$ cat src/rtl/mem_arbiter_pkg.sv
// Purpose: shared types for the main-memory arbiter (FSM states, owner IDs,
//          byte-lane type and word<->lane packing helpers).
// Latency: n/a (types and pure functions only).
// Backpressure: n/a.
package mem_arb_pkg;

  localparam int WORD_BYTES = 4;

  typedef enum logic [1:0] {IDLE, BUSY, RESP} state_t;
  typedef enum logic {OWN_IC, OWN_DC} owner_t;

  // Lane i carries word bits [8i+7:8i].
  typedef logic [0:WORD_BYTES-1][7:0] lanes_t;

  function automatic lanes_t word_to_lanes(input logic [31:0] w);
    lanes_t l;
    for (int i = 0; i < WORD_BYTES; i++) l[i] = w[8*i +: 8];
    return l;
  endfunction

  function automatic logic [31:0] lanes_to_word(input lanes_t l);
    logic [31:0] w;
    for (int i = 0; i < WORD_BYTES; i++) w[8*i +: 8] = l[i];
    return w;
  endfunction

endpackage

$ cat src/rtl/mem_arbiter_if.sv
// Purpose: bundle of icache/dcache request-response signals and the memory port.
// Latency: n/a (wires only).
// Backpressure: req held by the cache until its one-cycle ready pulse.
// Ports: ic_req/ic_addr -> ic_ready/ic_rdata; dc_req/dc_we/dc_addr/dc_wdata ->
//        dc_ready/dc_rdata; mem_addr/mem_write_en/mem_data_in/mem_busy out to memory,
//        mem_data_out back from memory.
//        slave  = the arbiter's view; master = caches + memory model.
interface mem_arbiter_if #(parameter int ADDR_W = 32);
  import mem_arb_pkg::*;

  logic              ic_req;
  logic [ADDR_W-1:0] ic_addr;
  logic              ic_ready;
  logic [31:0]       ic_rdata;

  logic              dc_req;
  logic              dc_we;
  logic [ADDR_W-1:0] dc_addr;
  logic [31:0]       dc_wdata;
  logic              dc_ready;
  logic [31:0]       dc_rdata;

  logic [ADDR_W-1:0] mem_addr;
  logic              mem_write_en;
  lanes_t            mem_data_in;
  lanes_t            mem_data_out;
  logic              mem_busy;

  modport slave (
    input  ic_req, ic_addr, dc_req, dc_we, dc_addr, dc_wdata, mem_data_out,
    output ic_ready, ic_rdata, dc_ready, dc_rdata,
           mem_addr, mem_write_en, mem_data_in, mem_busy
  );

  modport master (
    output ic_req, ic_addr, dc_req, dc_we, dc_addr, dc_wdata, mem_data_out,
    input  ic_ready, ic_rdata, dc_ready, dc_rdata,
           mem_addr, mem_write_en, mem_data_in, mem_busy
  );

endinterface

$ cat src/rtl/mem_arbiter.sv
// Purpose: shares one main-memory word port between icache (read) and dcache (r/w).
// Latency: grant edge -> MEM_LATENCY BUSY cycles -> one RESP cycle with ready pulse.
// Backpressure: one transfer in flight; other requester waits (req held) until IDLE.
// Ports: clk, rst_b (async, active-low), bus (mem_arbiter_if.slave).
// Params: MEM_LATENCY (1..15) cycles memory needs inputs stable; ADDR_W address width.
// Options: MEM_ARB_RR_EN defined -> round-robin on ties; undefined -> dcache priority.
module mem_arbiter
  import mem_arb_pkg::*;
#(
  parameter int MEM_LATENCY = 4,
  parameter int ADDR_W      = 32
) (
  input  logic          clk,
  input  logic          rst_b,
  mem_arbiter_if.slave  bus
);

  localparam int CNT_W = $clog2(MEM_LATENCY + 1);

  state_t            r_state;
  owner_t            r_owner;
  logic [CNT_W-1:0]  r_cnt;
  logic              r_we;
  logic              r_busy;
  logic              r_ic_rdy;
  logic              r_dc_rdy;
  logic [31:0]       r_ic_rdata;
  logic [31:0]       r_dc_rdata;
  logic [ADDR_W-1:0] r_mem_addr;
  lanes_t            r_lanes;
  owner_t            w_grant;

`ifdef MEM_ARB_RR_EN
  // Owner of the most recent grant; starts at icache so dcache wins the first tie.
  owner_t r_last;

  always_ff @(posedge clk or negedge rst_b) begin
    if (!rst_b) begin
      r_last <= OWN_IC;
    end else if (r_state == IDLE && (bus.ic_req || bus.dc_req)) begin
      r_last <= w_grant;
    end
  end
`endif

  always_comb begin
    w_grant = OWN_DC;
    if (bus.ic_req && !bus.dc_req) begin
      w_grant = OWN_IC;
    end
`ifdef MEM_ARB_RR_EN
    else if (bus.ic_req && bus.dc_req && r_last == OWN_DC) begin
      w_grant = OWN_IC;
    end
`endif
  end

  always_ff @(posedge clk or negedge rst_b) begin
    if (!rst_b) begin
      r_state    <= IDLE;
      r_owner    <= OWN_IC;
      r_cnt      <= '0;
      r_we       <= 1'b0;
      r_busy     <= 1'b0;
      r_ic_rdy   <= 1'b0;
      r_dc_rdy   <= 1'b0;
      r_ic_rdata <= '0;
      r_dc_rdata <= '0;
      r_mem_addr <= '0;
      r_lanes    <= '0;
    end else begin
      r_ic_rdy <= 1'b0;
      r_dc_rdy <= 1'b0;
      unique case (r_state)
        IDLE: begin
          if (bus.ic_req || bus.dc_req) begin
            r_state <= BUSY;
            r_owner <= w_grant;
            r_cnt   <= CNT_W'(MEM_LATENCY - 1);
            r_busy  <= 1'b1;
            if (w_grant == OWN_DC) begin
              r_mem_addr <= {bus.dc_addr[ADDR_W-1:2], 2'b00};
              r_we       <= bus.dc_we;
              r_lanes    <= word_to_lanes(bus.dc_wdata);
            end else begin
              // icache reads leave the write lanes at their last value.
              r_mem_addr <= {bus.ic_addr[ADDR_W-1:2], 2'b00};
              r_we       <= 1'b0;
            end
          end
        end
        BUSY: begin
          if (r_cnt == '0) begin
            if (!r_we) begin
              if (r_owner == OWN_IC) r_ic_rdata <= lanes_to_word(bus.mem_data_out);
              else                   r_dc_rdata <= lanes_to_word(bus.mem_data_out);
            end
            r_we     <= 1'b0;
            r_state  <= RESP;
            r_ic_rdy <= (r_owner == OWN_IC);
            r_dc_rdy <= (r_owner == OWN_DC);
          end else begin
            r_cnt <= r_cnt - 1'b1;
          end
        end
        RESP: begin
          // No arbitration here: a held req is picked up in the next IDLE cycle.
          r_state <= IDLE;
          r_busy  <= 1'b0;
        end
        default: r_state <= IDLE;
      endcase
    end
  end

  assign bus.ic_ready     = r_ic_rdy;
  assign bus.ic_rdata     = r_ic_rdata;
  assign bus.dc_ready     = r_dc_rdy;
  assign bus.dc_rdata     = r_dc_rdata;
  assign bus.mem_addr     = r_mem_addr;
  assign bus.mem_write_en = r_we;
  assign bus.mem_data_in  = r_lanes;
  assign bus.mem_busy     = r_busy;

endmodule

$ cat src/flat_wrapper.sv
// flat-port wrapper written by rule: the top's interface ports become plain ports
module mem_arbiter_flat import mem_arb_pkg::*;
#(
  parameter int MEM_LATENCY = 4,
  parameter int ADDR_W      = 32
)
  (clk, rst_b, bus_ic_req, bus_ic_addr, bus_dc_req, bus_dc_we, bus_dc_addr, bus_dc_wdata, bus_mem_data_out, bus_ic_ready, bus_ic_rdata, bus_dc_ready, bus_dc_rdata, bus_mem_addr, bus_mem_write_en, bus_mem_data_in, bus_mem_busy);
  mem_arbiter_if #(.ADDR_W(ADDR_W)) bus_i ();
  input  logic clk;
  input  logic rst_b;
  input wire logic [$bits(bus_i.ic_req)-1:0] bus_ic_req;
  input wire logic [$bits(bus_i.ic_addr)-1:0] bus_ic_addr;
  input wire logic [$bits(bus_i.dc_req)-1:0] bus_dc_req;
  input wire logic [$bits(bus_i.dc_we)-1:0] bus_dc_we;
  input wire logic [$bits(bus_i.dc_addr)-1:0] bus_dc_addr;
  input wire logic [$bits(bus_i.dc_wdata)-1:0] bus_dc_wdata;
  input wire logic [$bits(bus_i.mem_data_out)-1:0] bus_mem_data_out;
  output wire logic [$bits(bus_i.ic_ready)-1:0] bus_ic_ready;
  output wire logic [$bits(bus_i.ic_rdata)-1:0] bus_ic_rdata;
  output wire logic [$bits(bus_i.dc_ready)-1:0] bus_dc_ready;
  output wire logic [$bits(bus_i.dc_rdata)-1:0] bus_dc_rdata;
  output wire logic [$bits(bus_i.mem_addr)-1:0] bus_mem_addr;
  output wire logic [$bits(bus_i.mem_write_en)-1:0] bus_mem_write_en;
  output wire logic [$bits(bus_i.mem_data_in)-1:0] bus_mem_data_in;
  output wire logic [$bits(bus_i.mem_busy)-1:0] bus_mem_busy;
  assign bus_i.ic_req = bus_ic_req;
  assign bus_i.ic_addr = bus_ic_addr;
  assign bus_i.dc_req = bus_dc_req;
  assign bus_i.dc_we = bus_dc_we;
  assign bus_i.dc_addr = bus_dc_addr;
  assign bus_i.dc_wdata = bus_dc_wdata;
  assign bus_i.mem_data_out = bus_mem_data_out;
  assign bus_ic_ready = bus_i.ic_ready;
  assign bus_ic_rdata = bus_i.ic_rdata;
  assign bus_dc_ready = bus_i.dc_ready;
  assign bus_dc_rdata = bus_i.dc_rdata;
  assign bus_mem_addr = bus_i.mem_addr;
  assign bus_mem_write_en = bus_i.mem_write_en;
  assign bus_mem_data_in = bus_i.mem_data_in;
  assign bus_mem_busy = bus_i.mem_busy;
  mem_arbiter #(.MEM_LATENCY(MEM_LATENCY), .ADDR_W(ADDR_W)) u_core (.clk(clk), .rst_b(rst_b), .bus(bus_i));
endmodule
$ cat config.mk
export PLATFORM = sky130hd
export DESIGN_NAME = mem_arbiter_flat
export DESIGN_NICKNAME = d
export VERILOG_FILES = /design/src/rtl/mem_arbiter_pkg.sv /design/src/rtl/mem_arbiter_if.sv /design/src/rtl/mem_arbiter.sv /design/src/flat_wrapper.sv
export SDC_FILE = /design/constraint.sdc
export NUM_CORES = 1
export LEC_CHECK = 0
export BUFFER_PORTS_ARGS = -buffer_cell sky130_fd_sc_hd__buf_2
export CAP_MARGIN = 20
export CORE_ASPECT_RATIO = 0.75
export CORE_MARGIN = 5
export CORE_UTILIZATION = 47
export CTS_CLUSTER_SIZE = 16
export DETAILED_ROUTE_END_ITERATION = 8
export GPL_TIMING_DRIVEN = 0
export HOLD_SLACK_MARGIN = 0.15
export PLACE_DENSITY = 0.85
export RECOVER_POWER = 50
export SLEW_MARGIN = 20
export SYNTH_ARGS = -nofsm -noshare
export SYNTH_HDL_FRONTEND = slang
export SYNTH_SLANG_ARGS = --single-unit
$ cat constraint.sdc
create_clock -name clk -period 2.3 [get_ports clk]
set_input_delay 0.115 -clock clk [delete_from_list [all_inputs] [get_ports clk]]
set_output_delay 0.115 -clock clk [all_outputs]
set_load 0.02 [all_outputs]
==> results of run 1 <==
-- cell usage after synthesis --
cell type	number	area, µm²
sky130_fd_sc_hd__buf_4	6	45.0
sky130_fd_sc_hd__inv_1	4	15.0
sky130_fd_sc_hd__ha_1	2	25.0
sky130_fd_sc_hd__buf_2	7	35.0
sky130_fd_sc_hd__a32o_1	1	10.0
sky130_fd_sc_hd__mux2_4	30	450
sky130_fd_sc_hd__a21oi_1	1	5.00
sky130_fd_sc_hd__or3_1	1	6.26
sky130_fd_sc_hd__nand3_1	2	10.0
sky130_fd_sc_hd__nor2b_1	1	6.26
sky130_fd_sc_hd__a21o_1	1	7.51
sky130_fd_sc_hd__buf_6	6	67.6
sky130_fd_sc_hd__nor2b_4	1	13.8
sky130_fd_sc_hd__a2bb2oi_1	1	8.76
sky130_fd_sc_hd__o21ai_0	2	10.0
sky130_fd_sc_hd__dfrtp_1	136	3400
sky130_fd_sc_hd__nor2_1	4	15.0
sky130_fd_sc_hd__nand2_2	2	12.5
sky130_fd_sc_hd__nor4b_1	1	8.76
sky130_fd_sc_hd__mux2_2	124	1400
sky130_fd_sc_hd__o21a_1	2	15.0
sky130_fd_sc_hd__nor3_1	2	10.0
sky130_fd_sc_hd__nor3b_2	1	12.5
sky130_fd_sc_hd__a211oi_1	1	7.51
sky130_fd_sc_hd__clkinv_2	1	5.00
sky130_fd_sc_hd__nand2b_1	2	12.5
sky130_fd_sc_hd__mux2_1	2	22.5
sky130_fd_sc_hd__and2_1	1	6.26
sky130_fd_sc_hd__conb_1	1	3.75
sky130_fd_sc_hd__nand3b_4	1	20.0
-- per-stage QoR --
| step | TNS (ps) | instance area [µm²] | hold WS [ps] |
|---|---|---|---|
| CTS | 0 | 9080 | 162 |
| global route | 0 | 8980 | 197 |
| global placement | -77860 | 7160 | 339 |
| detailed placement | 0 | 7200 | -1.40 |
| finish | 0 | 8980 | 185 |
| floorplan | 0 | 5670 | -181 |
-- final cells by class --
| cell class | instances | area (µm²) |
|---|---|---|
| Clock inverter | 13 | 170 |
| Inverter | 5 | 20.0 |
| Tap cell | 162 | 203 |
| Timing Repair Buffer | 387 | 2510 |
| Fill cell | 680 | 2720 |
| Clock buffer | 18 | 429 |
| Multi-Input combinational cell | 188 | 2100 |
| Sequential cell | 136 | 3400 |
| Buffer | 19 | 148 |
-- power by group --
part           internal (mW)  total, mW  switching [mW]
Clock                   1.72       2.77            1.05
Combinational           2.30       5.25            2.95
Sequential              3.62       4.34           0.723
-- what timing repair did --
item	4_1_cts	5_1_grt
hold buffers	128	0
setup buffers	0	0
endpoints found under the hold margin	264	0
gates resized for setup	0	0
-- critical path: cells and delay by family --
kind / cells / cell delay [ps]
buffers and inverters: 4 / 1520
AND/OR/NAND/NOR: 1 / 130
multiplexers: 2 / 650
-- cell usage in the layout (no fill, tap or decap), types with 3 or more instances in the layout --
cell type	synthesis	final
sky130_fd_sc_hd__buf_4	6	6
sky130_fd_sc_hd__mux2_2	124	124
sky130_fd_sc_hd__mux2_4	30	30
sky130_fd_sc_hd__dfrtp_1	136	136
sky130_fd_sc_hd__buf_2	7	197
sky130_fd_sc_hd__bufinv_16	0	3
sky130_fd_sc_hd__inv_6	0	5
sky130_fd_sc_hd__clkinvlp_4	0	3
sky130_fd_sc_hd__clkbuf_16	0	17
sky130_fd_sc_hd__buf_6	6	6
sky130_fd_sc_hd__nor2_1	4	4
sky130_fd_sc_hd__clkbuf_1	0	68
sky130_fd_sc_hd__dlygate4sd3_1	0	128
sky130_fd_sc_hd__inv_1	4	4
-- metal layers --
| layer | part of all wire [%] | track usage, % | vias up |
|---|---|---|---|
| met1 | 37 | 27.4 | 2208 |
| met3 | 7.9 | 7.40 | 43 |
| li1 | - | - | 2044 |
| met2 | 52 | 43.1 | 196 |
| met4 | 2.5 | 8.40 | 0 |
| met5 | 0 | 0 | - |
-- worst paths after layout --
kind                                               startpoint  cells after the start                                endpoint  slack (ps)
setup reg to reg                u_core.r_state[1]$_DFFE_PN0P_                      4  u_core.bus.mem_data_in[27]$_DFFE_PN0P_         450
hold / removal                                          rst_b                      2     u_core.bus.ic_rdata[17]$_DFFE_PN0P_         190
max in group asynchronous                               rst_b                      3      u_core.bus.dc_rdata[7]$_DFFE_PN0P_         420
min in group clk                                   bus_dc_req                      4         u_core.bus.mem_busy$_DFFE_PN0P_         240
setup / recovery                                   bus_ic_req                      7     u_core.bus.mem_addr[17]$_DFFE_PN0P_         150
hold reg to reg            u_core.bus.ic_rdata[8]$_DFFE_PN0P_                      1      u_core.bus.ic_rdata[8]$_DFFE_PN0P_         490
-- kinds of logic after synthesis --
group                      count (synthesis)  synth area share (%)
AOI/OAI and AO/OA                          9                  1.13
DFF                                      136                  60.1
other                                      1                0.0662
buffers and inverters                     24                  2.96
muxes                                    156                  33.0
and+or+nand+nor                           19                  2.36
adders and majority gates                  2                 0.442
-- registers in the layout, summed over array words and instances, names as in the netlist --
| name | flops |
|---|---|
| u_core.bus.mem_data_in | 32 |
| u_core.bus.mem_addr | 30 |
| u_core.r_owner | 1 |
| u_core.bus.dc_ready | 1 |
| u_core.bus.mem_busy | 1 |
| u_core.r_cnt | 3 |
| u_core.bus.dc_rdata | 32 |
| u_core.bus.mem_write_en | 1 |
| u_core.bus.ic_ready | 1 |
| u_core.r_state | 2 |
| u_core.bus.ic_rdata | 32 |
==> results_tabular.tex, run 1 <==
\begin{tabular}{lr}
\hline
Metric & Value \\
\hline
\multicolumn{2}{l}{\textbf{STA}} \\
Highest Clock Rate & 466 MHz \\
Max-slew headroom at the worst pin & 7.59\% \\
RSZ-0062 raised after global routing & no \\
Final Cycle Share & 93.3\% \\
Post-route setup slack & between 150 and 200 ps \\
Final-report hold violation count & 0 \\
Pin slew with the least headroom to its limit & 1390 ps \\
Min Clock Period, post-route & 2150 ps \\
Number of failing setup endpoints in the final timing report & 0 \\
Final slew viol count & 0 \\
Setup Skew & 10.7 ps \\
\multicolumn{2}{l}{\textbf{Drt}} \\
Drt first pass iters & 4 \\
Via Count & $\sim$4500 \\
Per-cell routed wire length & between 15 and 20 µm \\
Total routed wirelength & between 15000 and 20000 µm \\
Residual DRC & 0 \\
Detailed Route Iter0 Violations & 118 \\
Number of antenna-violating nets in the routed design & 0 \\
Via density per instance & 4.84 \\
\multicolumn{2}{l}{\textbf{Yosys}} \\
Synth warn & 0 \\
Count of state elements after synthesis & roughly 140 \\
Number of standard cells after synthesis & 347 \\
Average instance area after synthesis & 16.3 µm² \\
Register area share after synthesis & 60.1\% \\
Netlist cell types & 30 \\
Post-synth design cell area & 5670 µm² \\
\multicolumn{2}{l}{\textbf{Place}} \\
Hpwl dp & 10700 µm \\
Number of buffers inserted by port buffering & about 260 \\
Placed Cells incl. Taps & 769 \\
Post-placement setup slack & 441 ps \\
Final Wtd Congestion & 0.732 \\
\multicolumn{2}{l}{\textbf{Layout}} \\
Final Instance Count excl. Fillers & a little over 900 \\
Final core utilization & between 70\% and 80\% \\
Final net count & 889 \\
Area growth from synthesis to final layout & 58.4\% \\
Count of antenna diodes in the layout & 0 \\
Fraction of layout cells with a size suffix above 1 & 52.3\% \\
\multicolumn{2}{l}{\textbf{Power and ir drop}} \\
Total power density per cell area & 1380 nW/µm² \\
Max rail drop VDD & 1.06 mV \\
Total power & 12.4 mW \\
Static power due to leakage & 4.29 nW \\
\multicolumn{2}{l}{\textbf{Worst setup path}} \\
Worst path cell trace & dlygate4sd3\_1 > clkbuf\_1 > nand2b\_1 > buf\_2 > mux2\_2 > dlygate4sd3\_1 > mux2\_2 \\
Req. time, crit path & $\sim$2600 ps \\
CP startpoint kind & input port \\
Critical path endpoint category & flip-flop \\
Class of the most critical setup path & in2reg \\
Largest fanout on the critical path & 10 \\
Cell with the largest stage delay on the worst path & sky130\_fd\_sc\_hd\_\_dlygate4sd3\_1 \\
Data arrival time of the worst path & between 2000 and 2500 ps \\
Slowest Stage Delay on Critical Path & 580 ps \\
\multicolumn{2}{l}{\textbf{Run status}} \\
Run status & completed \\
\multicolumn{2}{l}{\textbf{Global route}} \\
Global-route usage over all layers & 24.2\% \\
Via count of the first global-routing pass & 5112 \\
Number of antenna violations at the first check in global routing & 0 \\
First-pass GRT wire length & 27000 µm \\
Pin count of the biggest net entering global routing & 103 \\
Sum of overflow across all layers after global routing & 0 \\
\multicolumn{2}{l}{\textbf{Floorplan}} \\
Ports placed on the boundary & 265 \\
Area of the placeable core & 11700 µm² \\
Total die area & roughly 14000 µm² \\
Rows & 34 \\
Die boundary height & between 100 and 150 µm \\
Die boundary width & 137 µm \\
Initial standard-cell utilization of the core & 48.4\% \\
\multicolumn{2}{l}{\textbf{Clock tree}} \\
Level count of the clock H-tree & 4 \\
Clock latency reported for the late side of the worst-skew pair & $\sim$400 ps \\
Clock buffers created by TritonCTS & 17 \\
Clock tree sinks & between 100 and 150 \\
Clock tree from TritonCTS & built \\
CTS Buffer Depth & 2 \\
Master cell of the clock root buffer & sky130\_fd\_sc\_hd\_\_clkbuf\_16 \\
Clock-pin transition on the worst setup and hold timing paths & 60 ps \\
\multicolumn{2}{l}{\textbf{Flow run}} \\
Maxcap violations & 0 \\
\multicolumn{2}{l}{\textbf{Worst hold path}} \\
Min-Delay Path Class & in2async \\
\hline
\end{tabular}
No activity file was read; power rests on OpenSTA's default activity.
==> run 2: changes to the inputs <==
- CORE_UTILIZATION: 47 -> 40
- PLACE_DENSITY: 0.85 -> 0.77
- REMOVE_ABC_BUFFERS: default -> 1
- clock period: 2.3 -> 1.8 ns (I/O delays scaled with it)
==> run 2 against run 1 <==
  * Die area increased by 16%
  * Clock skew about the same
  * Hold slack improved by 4.3 ps
  * Worst setup slack got worse by 100 ps
  * Non-clock buffer count decreased by 5
  * Count of clock-buffer cells in the layout increased by 1
  * Clock power increased by 35%
  * Combinational power increased by 30%
  * Global-route usage decreased by 3.8 points
  * Largest cell class unchanged
==> results_tabular.tex, run 2 (same netlist as run 1, synthesis figures left out) <==
\begin{tabular}{lr}
\hline
Metric & Value \\
\hline
\multicolumn{2}{l}{\textbf{Place}} \\
Hpwl dp & 10200 µm (-4.6\%) \\
Final Wtd Congestion & 0.760 (+3.9\%) \\
Number of buffers inserted by port buffering & 258 (unchanged) \\
Placed Cells incl. Taps & 767 (-0.26\%) \\
\multicolumn{2}{l}{\textbf{Worst setup path}} \\
Slack of the worst reg-to-reg path & 50 ps (-400 ps) \\
Req. time, crit path & 2090 ps (-490 ps) \\
Reg-to-reg critical path endpoint & u\_core.bus.dc\_rdata[31]\$\_DFFE\_PN0P\_ \\
CP startpoint kind & flip-flop \\
Class of the most critical setup path & reg2reg \\
Critical path endpoint category & flip-flop \\
Reg2Reg Launch Point & u\_core.r\_cnt[1]\$\_DFFE\_PN0P\_ \\
Largest fanout on the critical path & 7 (-3) \\
Data arrival time of the worst path & 2030 ps (-390 ps) \\
Logic depth of the worst register-to-register path & 8 (+4) \\
\multicolumn{2}{l}{\textbf{Power and ir drop}} \\
Max rail drop VDD & 1.04 mV (-2.6\%) \\
Static power due to leakage & 4.27 nW (-0.46\%) \\
Total power & 16.1 mW (+31\%) \\
Total power density per cell area & 1760 nW/µm² (+28\%) \\
\multicolumn{2}{l}{\textbf{Floorplan}} \\
Ports placed on the boundary & 265 (unchanged) \\
Rows & 37 (+8.8\%) \\
Die boundary width & 147 µm (+7.8\%) \\
Initial standard-cell utilization of the core & 41.1\% (-7.4 points) \\
Die boundary height & 113 µm (+7.6\%) \\
Area of the placeable core & 13800 µm² (+18\%) \\
Total die area & 16700 µm² (+16\%) \\
\multicolumn{2}{l}{\textbf{Run status}} \\
Run status & completed \\
\multicolumn{2}{l}{\textbf{Clock tree}} \\
Clock latency reported for the late side of the worst-skew pair & 410 ps (about the same) \\
Clock tree from TritonCTS & built \\
Master cell of the clock root buffer & sky130\_fd\_sc\_hd\_\_clkbuf\_16 \\
CTS Buffer Depth & 2 (unchanged) \\
Clock tree sinks & 136 (unchanged) \\
Level count of the clock H-tree & 4 (unchanged) \\
Clock buffers created by TritonCTS & 17 (unchanged) \\
Clock-pin transition on the worst setup and hold timing paths & 60 ps (about the same) \\
\multicolumn{2}{l}{\textbf{Global route}} \\
First-pass GRT wire length & 27000 µm (-0.23\%) \\
Global-route usage over all layers & 20.3\% (-3.8 points) \\
Via count of the first global-routing pass & 5287 (+3.4\%) \\
Number of antenna violations at the first check in global routing & 1 (+1) \\
Sum of overflow across all layers after global routing & 0 (unchanged) \\
Pin count of the biggest net entering global routing & 88 (-15\%) \\
\multicolumn{2}{l}{\textbf{Drt}} \\
Via density per instance & 4.73 (-2.3\%) \\
Per-cell routed wire length & 18.2 µm (-1.5\%) \\
Residual DRC & 0 (unchanged) \\
Total routed wirelength & 17100 µm (-0.22\%) \\
Detailed Route Iter0 Violations & 102 (-14\%) \\
Via Count & 4444 (-1.0\%) \\
Number of antenna-violating nets in the routed design & 0 (unchanged) \\
Drt first pass iters & 4 (unchanged) \\
\multicolumn{2}{l}{\textbf{Worst hold path}} \\
Hold depth & 4 \\
Hold path startpoint & bus\_dc\_req \\
Worst Hold End & u\_core.bus.mem\_busy\$\_DFFE\_PN0P\_ \\
Min-Delay Path Class & in2reg \\
\multicolumn{2}{l}{\textbf{Layout}} \\
Fraction of layout cells with a size suffix above 1 & 48.7\% (-3.7 points) \\
Area growth from synthesis to final layout & 61.7\% \\
Most frequent standard cell in the layout excluding fill and tap cells & sky130\_fd\_sc\_hd\_\_buf\_2 \\
Commonest non-fill, non-tap cells in the layout & sky130\_fd\_sc\_hd\_\_buf\_2, sky130\_fd\_sc\_hd\_\_dfrtp\_1, sky130\_fd\_sc\_hd\_\_dlygate4sd3\_1 \\
Final Instance Count excl. Fillers & 940 (+1.3\%) \\
Final net count & 886 (-0.34\%) \\
\multicolumn{2}{l}{\textbf{STA}} \\
Final Cycle Share & 97.0\% \\
Setup Skew & 10.9 ps (+0.192 ps) \\
Final slew viol count & 0 (unchanged) \\
Highest Clock Rate & 572 MHz \\
Number of failing setup endpoints in the final timing report & 0 (unchanged) \\
Max-slew headroom at the worst pin & 47.2\% (+40 points) \\
Final-report hold violation count & 0 (unchanged) \\
Pin slew with the least headroom to its limit & 792 ps (-595 ps) \\
Min Clock Period, post-route & 1750 ps \\
\multicolumn{2}{l}{\textbf{Flow run}} \\
Maxcap violations & 0 (unchanged) \\
\hline
\end{tabular}
==> run 2: cell count changes in the layout (fill, tap and decap cells not counted), moves of 2 or more <==
| cell | before | now |
|---|---|---|
| sky130_fd_sc_hd__nand2_2 | 2 | 0 |
| sky130_fd_sc_hd__clkbuf_8 | 0 | 2 |
| sky130_fd_sc_hd__buf_2 | 197 | 155 |
| sky130_fd_sc_hd__nand2_8 | 0 | 2 |
| sky130_fd_sc_hd__inv_8 | 0 | 2 |
| sky130_fd_sc_hd__inv_6 | 5 | 2 |
| sky130_fd_sc_hd__buf_12 | 0 | 5 |
| sky130_fd_sc_hd__buf_6 | 6 | 2 |
| sky130_fd_sc_hd__clkbuf_1 | 68 | 102 |
==> run 2: timing repair <==
action / in CTS / in global routing
buffers inserted: 6 / 3
hold endpoints to repair: 264 / 0
resized for setup: 8 / 8
pin swaps: 2 / 0
endpoints found under the setup margin: 100 / 63
gates cloned: 2 / 1
hold buffers: 128 / 0
==> run 2: metal layers <==
layer	global-route usage (%)	up-vias	share of wire, %
li1	-	2044	-
met1	21.7	2160	38
met2	36.7	203	51
met3	8.13	37	8.6
met4	7.08	0	2.1
met5	0	-	0
==> run 2: how the worst max path moves through the flow <==
stage / start / to / slack (ps) / depth (start not counted)
finish: u_core.r_cnt[1]$_DFFE_PN0P_ / u_core.bus.dc_rdata[31]$_DFFE_PN0P_ / 50 / 8
global route: u_core.r_cnt[1]$_DFFE_PN0P_ / u_core.bus.dc_rdata[29]$_DFFE_PN0P_ / -3 / 8
CTS: u_core.r_cnt[0]$_DFFE_PN0P_ / u_core.bus.dc_rdata[1]$_DFFE_PN0P_ / -0.04 / 8
detailed placement: u_core.r_cnt[0]$_DFFE_PN0P_ / u_core.bus.dc_rdata[22]$_DFFE_PN0P_ / -450 / 7
global placement: u_core.r_state[1]$_DFFE_PN0P_ / u_core.bus.mem_addr[25]$_DFFE_PN0P_ / -2120 / 2
floorplan: u_core.r_state[1]$_DFFE_PN0P_ / u_core.bus.mem_addr[10]$_DFFE_PN0P_ / -1350 / 2
==> run 2: per-stage QoR <==
stage	TNS (ps)	area (µm²)	setup slack, ps	hold slack (ps)	utilization [%]
after floorplan	-65530	5520	-1350	-206	-
after global placement	-263430	7030	-2120	315	51.0
after detailed placement	-34570	7130	-454	13.8	51.7
after CTS	-0.0422	9200	-0.0422	160	66.7
after global routing	-6.96	9170	-3.19	185	66.4
final	0	9170	53.1	190	66.4
==> run 2: critical path, cell delays in order (launching register included) <==
cell and delay, ps:
sky130_fd_sc_hd__dfrtp_1 380, sky130_fd_sc_hd__inv_1 120, sky130_fd_sc_hd__ha_4 150, sky130_fd_sc_hd__nor2b_4 170, sky130_fd_sc_hd__nand2_4 90, sky130_fd_sc_hd__inv_8 100
sky130_fd_sc_hd__nand3b_4 120, sky130_fd_sc_hd__clkbuf_16 210, sky130_fd_sc_hd__mux2_4 300
==> run 2: area by class of cell <==
cell class / count / area, µm²
diodes: 1 / 2.50
clock buffers: 19 / 453
clock inverters: 13 / 191
fillers: 971 / 4630
inverters: 5 / 26.3
multi-input cells: 190 / 2210
flip-flops and latches: 136 / 3400
well taps: 175 / 219
repair buffers: 401 / 2660
==> run 2: where the power goes <==
| part | total [mW] | internal [mW] | switching [mW] |
|---|---|---|---|
| logic | 6.80 | 2.96 | 3.84 |
| registers | 5.61 | 4.62 | 0.986 |
| clock network | 3.74 | 2.41 | 1.33 |
==> run 3: changes to the inputs <==
- CORE_MARGIN: 5 -> 4
- PLACE_DENSITY: 0.77 -> 0.8
- clock period: 1.8 -> 1.5 ns (I/O delays scaled with it)
==> run 3 against run 2 <==
  * The run now ends with negative setup slack left
  * Global-route usage increased by 3.2 points
  * Design area increased by 6.1%
  * Power increased by 27%
  * Non-clock buffer count increased by 23
  * Core utilization increased by 4.0 points
  * Final cell count increased by 2.7%
  * Sequential share of layout area decreased by 2.1 points
  * Largest power group unchanged
==> results_tabular.tex, run 3 (same netlist as run 1, synthesis figures left out) <==
\begin{tabular}{lr}
\hline
Metric & Value \\
\hline
\multicolumn{2}{l}{\textbf{Floorplan}} \\
Ports placed on the boundary & 265 (unchanged) \\
Initial standard-cell utilization of the core & 41.1\% (unchanged) \\
Rows & 37 (unchanged) \\
Total die area & 16200 µm² (-3.1\%) \\
Die boundary width & 145 µm (-1.4\%) \\
Area of the placeable core & 13800 µm² (unchanged) \\
Die boundary height & 111 µm (-1.8\%) \\
\multicolumn{2}{l}{\textbf{Layout}} \\
Commonest non-fill, non-tap cells in the layout & sky130\_fd\_sc\_hd\_\_buf\_2, sky130\_fd\_sc\_hd\_\_dfrtp\_1, sky130\_fd\_sc\_hd\_\_dlygate4sd3\_1 \\
Fraction of layout cells with a size suffix above 1 & 50.7\% (+2.0 points) \\
Final net count & 911 (+2.8\%) \\
Final core utilization & 70.5\% (+4.0 points) \\
Post-Layout Inst Area & 9720 µm² (+6.1\%) \\
Area growth from synthesis to final layout & 71.5\% \\
Final Instance Count excl. Fillers & 965 (+2.7\%) \\
Most frequent standard cell in the layout excluding fill and tap cells & sky130\_fd\_sc\_hd\_\_buf\_2 \\
\multicolumn{2}{l}{\textbf{Worst setup path}} \\
Slowest Stage Delay on Critical Path & 400 ps (+20 ps) \\
Logic depth of the worst register-to-register path & 8 (unchanged) \\
Cell with the largest stage delay on the worst path & sky130\_fd\_sc\_hd\_\_dfrtp\_1 \\
Critical path buffer and inverter count & 3 (unchanged) \\
Class of the most critical setup path & reg2reg \\
Cell family with most CP delay & flip-flops \\
Largest fanout on the critical path & 11 (+4) \\
Worst path cell trace & inv\_2 > ha\_4 > nor2b\_4 > nand2\_4 > clkinv\_8 > nand3b\_4 > buf\_12 > mux2\_4 \\
Total stage count of the critical path & 8 (unchanged) \\
Reg-to-reg critical path endpoint & u\_core.bus.dc\_rdata[20]\$\_DFFE\_PN0P\_ \\
Critical path endpoint category & flip-flop \\
Launch point of the worst path & u\_core.r\_cnt[0]\$\_DFFE\_PN0P\_ \\
Req. time, crit path & 1790 ps (-300 ps) \\
Slack of the worst reg-to-reg path & -210 ps (-260 ps) \\
Reg2Reg Launch Point & u\_core.r\_cnt[0]\$\_DFFE\_PN0P\_ \\
CP startpoint kind & flip-flop \\
Data arrival time of the worst path & 2000 ps (-30 ps) \\
Critical path endpoint & u\_core.bus.dc\_rdata[20]\$\_DFFE\_PN0P\_ \\
\multicolumn{2}{l}{\textbf{STA}} \\
Final Cycle Share & 114\% (+17 points) \\
Post-route worst hold slack & 246 ps (+56.2 ps) \\
Min Clock Period, post-route & 1710 ps (-36.3 ps) \\
Final slew viol count & 0 (unchanged) \\
Highest Clock Rate & 585 MHz (+2.1\%) \\
Post-route setup slack & -211 ps (-264 ps) \\
Max-slew headroom at the worst pin & 49.1\% (+1.9 points) \\
Setup Skew & 9.22 ps (-1.64 ps) \\
Final-report hold violation count & 0 (unchanged) \\
Number of failing setup endpoints in the final timing report & 101 (+101) \\
RSZ-0062 raised after global routing & yes \\
Pin slew with the least headroom to its limit & 763 ps (-28.5 ps) \\
\multicolumn{2}{l}{\textbf{Drt}} \\
Number of antenna-violating nets in the routed design & 0 (unchanged) \\
Total routed wirelength & 19800 µm (+16\%) \\
Via density per instance & 4.96 (+5.0\%) \\
Total met2 wirelength after detailed routing & 10000 µm (+15\%) \\
Routed metal-1 wire length & 7830 µm (+20\%) \\
Residual DRC & 0 (unchanged) \\
Total length of routed met3 wires & 1350 µm (-8.5\%) \\
Drt first pass iters & 4 (unchanged) \\
Per-cell routed wire length & 20.6 µm (+13\%) \\
Top layer reached by signal wires & met4 \\
Via Count & 4789 (+7.8\%) \\
Detailed Route Iter0 Violations & 151 (+48\%) \\
\multicolumn{2}{l}{\textbf{Place}} \\
Standard cell area after detailed placement & 7130 µm² (about the same) \\
Number of buffers inserted by port buffering & 258 (unchanged) \\
Placed Cells incl. Taps & 767 (unchanged) \\
Hpwl dp & 9900 µm (-3.3\%) \\
Final Wtd Congestion & 0.796 (+4.7\%) \\
\multicolumn{2}{l}{\textbf{Clock tree}} \\
Master cell of the clock root buffer & sky130\_fd\_sc\_hd\_\_clkbuf\_16 \\
Clock latency reported for the late side of the worst-skew pair & 420 ps (about the same) \\
Clock-pin transition on the worst setup and hold timing paths & 60 ps (about the same) \\
Clock tree sinks & 136 (unchanged) \\
Clock buffers created by TritonCTS & 17 (unchanged) \\
Level count of the clock H-tree & 4 (unchanged) \\
CTS Buffer Depth & 2 (unchanged) \\
Clock tree from TritonCTS & built \\
\multicolumn{2}{l}{\textbf{Global route}} \\
Sum of overflow across all layers after global routing & 0 (unchanged) \\
Global-route usage over all layers & 23.5\% (+3.2 points) \\
First-pass GRT wire length & 30100 µm (+11\%) \\
Pin count of the biggest net entering global routing & 100 (+14\%) \\
Via count of the first global-routing pass & 5462 (+3.3\%) \\
Number of antenna violations at the first check in global routing & 1 (unchanged) \\
\multicolumn{2}{l}{\textbf{Power and ir drop}} \\
Max rail drop VDD & 1.55 mV (+49\%) \\
Static power due to leakage & 4.70 nW (+10\%) \\
Total power density per cell area & 2110 nW/µm² (+20\%) \\
\multicolumn{2}{l}{\textbf{Run status}} \\
Failing checks & negative setup slack \\
Run status & finished, violations left \\
\multicolumn{2}{l}{\textbf{Worst hold path}} \\
Hold path startpoint & bus\_dc\_req \\
Min-Delay Path Class & in2reg \\
\multicolumn{2}{l}{\textbf{Flow run}} \\
Maxcap violations & 0 (unchanged) \\
\hline
\end{tabular}
run 3: cell count changes in the layout (fill, tap and decap cells not counted), sizes merged:
cell / previous run / this run
inv: 8 / 6
clkinvlp: 2 / 5
clkinv: 4 / 6
bufinv: 4 / 1
nand2: 3 / 5
dlygate4sd3: 128 / 129
buf: 170 / 192
run 3: power breakdown:
group,switching (mW),internal [mW],total (mW),leakage (nW)
logic,5.03,4.67,9.70,2.84
clock network,1.65,2.34,3.99,0.263
registers,1.32,5.55,6.87,1.60
total,8.00,12.6,20.6,4.70
run 3: worst reg2reg max path: stages, from the launching register on:
cell and delay (ps):
sky130_fd_sc_hd__dfrtp_1 400, sky130_fd_sc_hd__inv_2 90, sky130_fd_sc_hd__ha_4 130, sky130_fd_sc_hd__nor2b_4 160, sky130_fd_sc_hd__nand2_4 90, sky130_fd_sc_hd__clkinv_8 80, sky130_fd_sc_hd__nand3b_4 120, sky130_fd_sc_hd__buf_12 190
sky130_fd_sc_hd__mux2_4 320
run 3: metrics by stage:
step | worst slack [ps] | setup TNS, ps | power [mW]
2_1_floorplan | -1650 | -103930 | 11.5
3_3_place_gp | -2410 | -338340 | 14.0
3_5_place_dp | -750 | -64490 | 14.4
4_1_cts | -129 | -7550 | 19.8
5_1_grt | -269 | -25740 | 21.5
6_report | -211 | -9940 | 20.6
run 3: worst min path at each step:
stage                                          end  depth (start not counted)
2_1_floorplan   u_core.bus.dc_rdata[0]$_DFFE_PN0P_                          0
3_3_place_gp    u_core.bus.ic_rdata[8]$_DFFE_PN0P_                          2
3_5_place_dp   u_core.bus.ic_rdata[21]$_DFFE_PN0P_                          1
4_1_cts                 u_core.r_owner$_DFFE_PN0P_                          4
5_1_grt                 u_core.r_owner$_DFFE_PN0P_                          4
6_report                u_core.r_owner$_DFFE_PN0P_                          4
run 3: what timing repair did:
action	4_1_cts	5_1_grt
pin swaps	4	7
cloned	5	3
setup endpoints to repair	126	211
hold buffers	129	0
hold endpoints to repair	265	0
resized for setup	56	59
buffers inserted	25	5
run 3: cell type report:
cell class                 instances  area [µm²]
clock buffer                      19         443
sequential                       136        3400
inverter                           5        31.3
multi-input combinational        192        2540
tap                              175         219
timing repair buffer             424        2950
clock inverter                    13         124
antenna                            1        2.50
fill                             909        4080
run 3: metal layers:
metal,up-vias,global-route usage (%)
li1,2102,-
met3,48,7.68
met4,0,10.1
met5,-,0
met1,2418,26.8
met2,221,40.7
